==> config.mk <==
export PLATFORM = sky130hd
export DESIGN_NAME = alu16_seq
export DESIGN_NICKNAME = d
export VERILOG_FILES = /design/src/rtl/alu_pkg.sv /design/src/rtl/alu16_seq.sv
export SDC_FILE = /design/constraint.sdc
export NUM_CORES = 1
export LEC_CHECK = 0
export ABC_AREA = 0
export CORE_AREA = 3 3 83 85
export DETAILED_ROUTE_END_ITERATION = 6
export DIE_AREA = 0 0 86 88
export GPL_TIMING_DRIVEN = 0
export HOLD_SLACK_MARGIN = 0.15
export MAX_ROUTING_LAYER = met4
export PLACE_DENSITY = 0.74
export SLEW_MARGIN = 20
export SYNTH_ARGS = -nofsm -noshare
export SYNTH_HDL_FRONTEND = slang
export SYNTH_SLANG_ARGS = --single-unit
==> constraint.sdc <==
create_clock -name clk -period 5.9 [get_ports clk]
set_clock_uncertainty 0.05 [all_clocks]
set_input_delay 1.18 -clock clk [delete_from_list [all_inputs] [get_ports clk]]
set_output_delay 1.18 -clock clk [all_outputs]
set_load 0.05 [all_outputs]
==> src/rtl/alu_pkg.sv <==
// alu_pkg: ALU function/mode encodings and sequencer state type shared by alu16_seq and its peers.
package alu_pkg;
  localparam logic [1:0] ALU_NOT = 2'b00, ALU_AND = 2'b01, ALU_OR = 2'b10, ALU_XOR = 2'b11;
  localparam logic [1:0] ALU_ADD = 2'b00, ALU_SUB = 2'b01;
  localparam logic MODE_LOGIC = 1'b0, MODE_ARITH = 1'b1;
  typedef enum logic [1:0] {IDLE, RUN, DONE} state_t;
endpackage

==> src/rtl/alu16_seq.sv <==
// alu16_seq: runs 4*NIBBLES-bit ops through an external 4-bit ALU one nibble per cycle, LSB first.
// Define ALU16_SEQ_OVF_EN to add the signed-overflow output out_ovf.
module alu16_seq
  import alu_pkg::*;
#(
  parameter int NIBBLES = 4
) (
  input  logic                   clk,
  input  logic                   rst,
  input  logic                   in_valid,
  output logic                   in_ready,
  input  logic [4*NIBBLES-1:0]   in_a,
  input  logic [4*NIBBLES-1:0]   in_b,
  input  logic                   in_cin,
  input  logic [1:0]             in_s,
  input  logic                   in_m,
  output logic [3:0]             alu_a,
  output logic [3:0]             alu_b,
  output logic                   alu_cin,
  output logic [1:0]             alu_s,
  output logic                   alu_m,
  input  logic [3:0]             alu_f,
  input  logic                   alu_cn,
  output logic                   out_valid,
  input  logic                   out_ready,
  output logic [4*NIBBLES-1:0]   out_f,
  output logic                   out_cn,
  output logic                   out_zero
`ifdef ALU16_SEQ_OVF_EN
  ,
  output logic                   out_ovf
`endif
);
  localparam int W  = 4 * NIBBLES;
  localparam int IW = (NIBBLES > 1) ? $clog2(NIBBLES) : 1;
  localparam logic [IW-1:0] LAST = IW'(NIBBLES - 1);
  state_t          state_q;
  logic [IW-1:0]   idx_q;
  logic [W-1:0]    a_q, b_q, res_q;
  logic [1:0]      s_q;
  logic            m_q, carry_q;
  logic            run, done;
  assign run       = state_q == RUN;
  assign done      = state_q == DONE;
  assign in_ready  = state_q == IDLE;
  assign out_valid = done;
  assign alu_a     = run ? a_q[4*idx_q +: 4] : 4'h0;
  assign alu_b     = run ? b_q[4*idx_q +: 4] : 4'h0;
  assign alu_cin   = run && carry_q;
  assign alu_s     = run ? s_q : 2'b00;
  assign alu_m     = run && m_q;
  assign out_f     = done ? res_q : '0;
  assign out_cn    = done && carry_q;
  assign out_zero  = done && (res_q == '0);
`ifdef ALU16_SEQ_OVF_EN
  logic sa, sb, sf;
  assign sa = a_q[W-1];
  assign sb = b_q[W-1];
  assign sf = res_q[W-1];
  assign out_ovf = done && (m_q == MODE_ARITH) &&
                   ((s_q == ALU_ADD) ? (sa == sb) && (sf != sa) :
                    (s_q == ALU_SUB) ? (sa != sb) && (sf != sa) : 1'b0);
`endif
  // carry_q is seeded with in_cin so nibble 0 and later nibbles share one alu_cin path
  always_ff @(posedge clk or posedge rst)
    if (rst) begin
      state_q <= IDLE;
      idx_q   <= '0;
      a_q     <= '0;
      b_q     <= '0;
      s_q     <= '0;
      m_q     <= 1'b0;
      res_q   <= '0;
      carry_q <= 1'b0;
    end else begin
      case (state_q)
        IDLE: if (in_valid) begin
          a_q     <= in_a;
          b_q     <= in_b;
          s_q     <= in_s;
          m_q     <= in_m;
          carry_q <= in_cin;
          idx_q   <= '0;
          state_q <= RUN;
        end
        RUN: begin
          res_q[4*idx_q +: 4] <= alu_f;
          carry_q <= alu_cn;
          idx_q   <= (idx_q == LAST) ? '0 : idx_q + 1'b1;
          if (idx_q == LAST) state_q <= DONE;
        end
        DONE: if (out_ready) state_q <= IDLE;
        default: state_q <= IDLE;
      endcase
    end
endmodule

Word level (Yosys, flattened, before mapping)
Index checks and enable logic that the tools add are counted.

cells by class
  $add $sub $neg = 2
  equal/unequal tests = 6
  shift operators = 4
  mux-type cells = 14
  reductions and logical operators = 10

operators with widths
  operator                 number
  $neg 4->34               1
  $shift 4x34->16 const A  1
  $shiftx 4x34->16         1
  $shiftx 16x5->4          2
  $bwmux 16                1
  $logic_not 16->1         1
  $mux 16                  1
  $mux 2                   6
  $mux 4                   2
  $pmux 2 s3               1
  $eq 2x2->1 const B       2
  $logic_and 1x1->1        4
  $ne 2x2->1 const B       2
  $pmux 2 s2               1
  $reduce_and 2->1         2
  $reduce_and 3->1         1
  $add 2x1->2 const B      1
  $eq 2x1->1 const B       1
  $logic_not 2->1          1
  $ne 2x1->1 const B       1
  $pmux 1 s2               1
  $reduce_bool 2->1        1
  $mux 1                   1

word-level totals
  bits in registers = 56
  output and inout port bits = 32

Logic depth before layout (Yosys ltp)
  word-level depth = 3
  gate-level depth with buffers = 6

Worst setup path after synthesis
Ideal clock, no wire load.

  path type = reg2out
  start point = register res_q[1]
  end point = output port out_zero
  arrival = 1.923 ns
  data required time = 4.670 ns
  slack = 2.747 ns
  cell stages (with the launch flop) = 3
  cell sequence = dfrtp_1 or4_1 nor3_1

on the way
  word-level cells in the longest chain between the ends = 2

RTL lines
  what                               RTL line         source
  from (decl)                        alu16_seq.sv:39  logic [W-1:0] a_q, b_q, res_q;
  from (signal, indexed assignment)  alu16_seq.sv:87  res_q[4*idx_q +: 4] <= alu_f;
  $logic_not 16->1                   alu16_seq.sv:54  assign out_zero = done && (res_q == '0);
  $logic_and 1x1->1                  alu16_seq.sv:54
  to (decl)                          alu16_seq.sv:28  output logic out_zero

Every way passes these cells.

Worst setup path after layout
  start point = register state_q[1]
  end point = output port alu_a[1]

on the way
  word-level cells in the longest chain between the ends = 2

RTL lines
  what                    RTL line         source
  from (decl)             alu16_seq.sv:37  state_t state_q;
  from (signal assigned)  alu16_seq.sv:67  state_q <= IDLE;
  from (signal assigned)  alu16_seq.sv:84  state_q <= RUN;
  from (signal assigned)  alu16_seq.sv:90  if (idx_q == LAST) state_q <= DONE;
  $eq 2x1->1              alu16_seq.sv:43  assign run = state_q == RUN;
  $mux 4                  alu16_seq.sv:47  assign alu_a = run ? a_q[4*idx_q +: 4] : 4'h0;
  to (decl)               alu16_seq.sv:17  output logic [3:0] alu_a,

Every way passes these cells.

==> summary.md <==
| Metric | Value |
|---|---|
| H-tree depth | `2` |
| Synthesized instance count | `268` |
| Setup TNS | `0 ns` |
| First-pass DRT Iterations | `5` |
| CTS buffer count | `5` |
| Largest net degree at the start of global routing | `57` |
| CTS Root Cell | `clkbuf_8` |
| WP data required | `4.67 ns` |
| Clock Tree Buf Depth | `2` |
| Share of layout cells above drive strength 1 | `0.0938` |
| Finished Cell Area | `3730 µm²` |
| Worst hold path class | `reg -> reg` |
| Number of port buffers | `76` |
| Kind of end point of the critical path | `output pin` |
| Antenna diodes | `0` |
| Critical path class | `reg -> out` |
| Synth Warn # | `0` |
| Crit path DAT | `2.61 ns` |
| Total grt overflow | `0` |
| Worst rel slew slack | `0.553` |
| Die area | `7570 µm²` |
| Vias in the first global route | `2,197` |
| Hold buffers post-CTS | `0` |
| Clock transition at path regs | `0.10 ns` |
| ANT nets after route | `0` |
| Initial DRC Count | `102` |
| Initial antenna violation count | `0` |
| Fin util | `0.595` |
| P per Cell Area | `525 nW/µm²` |
| Post-DP HPWL | `4810 µm` |
| RD Place Congestion | `0.843` |
| Yosys reg bits | `56` |
| Placed inst area | `3620 µm²` |
| Outcome | `complete, no violations` |
| Syn Std Cell Area | `2760 µm²` |
| Setup violators final | `0` |
| Tmin final | `3.84 ns` |
| Post-synthesis sequential area ratio | `0.507` |
| Post-Route WL | `6350 µm` |
| Post-CTS Repair Setup Buffers | `0` |
| Post-Syn Area per Cell | `10.3 µm²` |
| First-pass GRT wire length | `10,600 µm` |
| Achievable clock frequency | `260 MHz` |
| Resized Gates After CTS | `0` |
| # clock sinks | `56` |
| Starting density of the core | `0.440` |
| Final Max Tran Viols | `0` |
| Startpoint types | `flop` |
| Total number of vias | `2,169` |
| Top_reg_cell synth | `dfrtp_1` |
| Die W | `86 µm` |
| Final Hold Vio Count | `0` |
| Period utilization | `0.651` |
| Die Span Y | `88 µm` |
| CTS tree | `built` |
| Area Growth Syn to Fin | `35.1%` |
| Worst-Margin Slew | `0.670 ns` |
| Worst vdd ir | `279 µV` |
| Clock latency on the worst-skew pair | `0.31 ns` |
| Netlist cell types | `31` |
| EDFF count, synth | `0` |
| Total Routing Usage GR | `0.187` |
| Routed len/inst | `14.8 µm` |
| RSZ-0062 raised after global routing | `no` |
| WHS | `0.424 ns` |
| Residual DRC | `0` |
| Core ar. | `6280 µm²` |
| Pleak | `1.77 nW` |
| Crit Path Max Fanout | `10` |
| Max-capacitance violation count | `0` |
| Rows | `29` |
| NumNets Final | `401` |
| Boundary pin count | `77` |
| Asr flop ratio synth | `1.00` |
| Vias/cell | `5.06` |
| Net Count, Synth | `318` |
==> synth_stat cells, types with 3 or more instances <==
cell type	n	share of area
a22o_1	16	0.051
clkbuf_1	3	0.0041
and2_1	29	0.066
mux4_1	3	0.029
nor4_1	3	0.0068
inv_1	3	0.0041
mux4_2	5	0.041
buf_6	5	0.020
nand3_1	3	0.0054
buf_2	5	0.0091
nand2_1	109	0.15
dfrtp_1	56	0.51
nor4b_4	3	0.026
ha_1	5	0.023
==> routing by layer <==
metal / track usage / share of wire / vias to the layer above
li1: - / - / 1057
met2: 0.308 / 0.49 / 72
met5: - / 0 / -
met1: 0.235 / 0.44 / 1035
met4: 0.0518 / 0.011 / 0
met3: 0.0395 / 0.060 / 5
==> kinds of logic (layout without fill, tap and decap cells) <==
family | Yosys count | in the layout | synth area share
muxes | 8 | 8 | 0.0693
and+or+nand+nor | 161 | 161 | 0.300
DFF | 56 | 56 | 0.507
adders and majority gates | 5 | 5 | 0.0226
buffers and inverters | 17 | 101 | 0.0389
AOI/OAI and AO/OA | 21 | 21 | 0.0625
==> power by group <==
part	internal (mW)	switching [mW]	total [mW]
logic	0.444	0.604	1.05
clock network	0.126	0.125	0.250
registers	0.555	0.108	0.664
==> worst max-delay path: stages, from the launching register on <==
cell	delay, ns
dfrtp_1	0.48
and2b_1	0.40
clkbuf_1	0.38
and2_1	0.23
clkdlybuf4s50_1	0.81
==> cell usage in the layout, fill, tap and decap left out, drive strengths merged, types with 2 or more instances in the layout <==
master / instances
clkdlybuf4s50: 76
buf: 10
nand3b: 3
nand3: 3
dfrtp: 56
o21ai: 2
nor4: 3
nand2: 109
a22o: 16
nor2: 2
o31ai: 2
or3b: 2
nor4b: 4
and2: 29
ha: 5
clkbuf: 8
inv: 4
mux4: 8
==> stage by stage <==
stage / worst slack [ns] / power (mW) / instances
2_1_floorplan: 2.75 / 1.42 / 268
5_1_grt: 1.91 / 2.11 / 429
4_1_cts: 2.03 / 1.98 / 429
3_3_place_gp: 2.33 / 1.70 / 421
3_5_place_dp: 2.40 / 1.73 / 421
6_report: 2.06 / 1.96 / 429
==> sequential cells by signal (all words and copies together), names as in the netlist <==
signal / cells
b_q: 16
carry_q: 1
m_q: 1
res_q: 16
s_q: 2
idx_q: 2
state_q: 2
a_q: 16
==> worst paths after layout <==
kind                            slack (ns)  cells past startpoint        from        end
worst max-delay path                  2.06                      4  state_q[1]   alu_a[1]
worst min-delay path                  0.42                      2         m_q        m_q
worst max register to register        3.53                      6    idx_q[1]  res_q[11]
worst min register to register        0.42                      2         m_q        m_q
max in group asynchronous             4.09                      2         rst    b_q[11]
min in group asynchronous             1.26                      2         rst  res_q[13]
==> layout make-up <==
class                      instances  area, µm²
clock buffer                       5       68.8
timing repair buffer              76        761
inverter                           4       17.5
sequential                        56       1400
buffer                            13       92.6
multi-input combinational        195       1250
clock inverter                     3       42.5
tap                               77       96.3
fill                             552       2540
(Power assumes the default switching activity.)
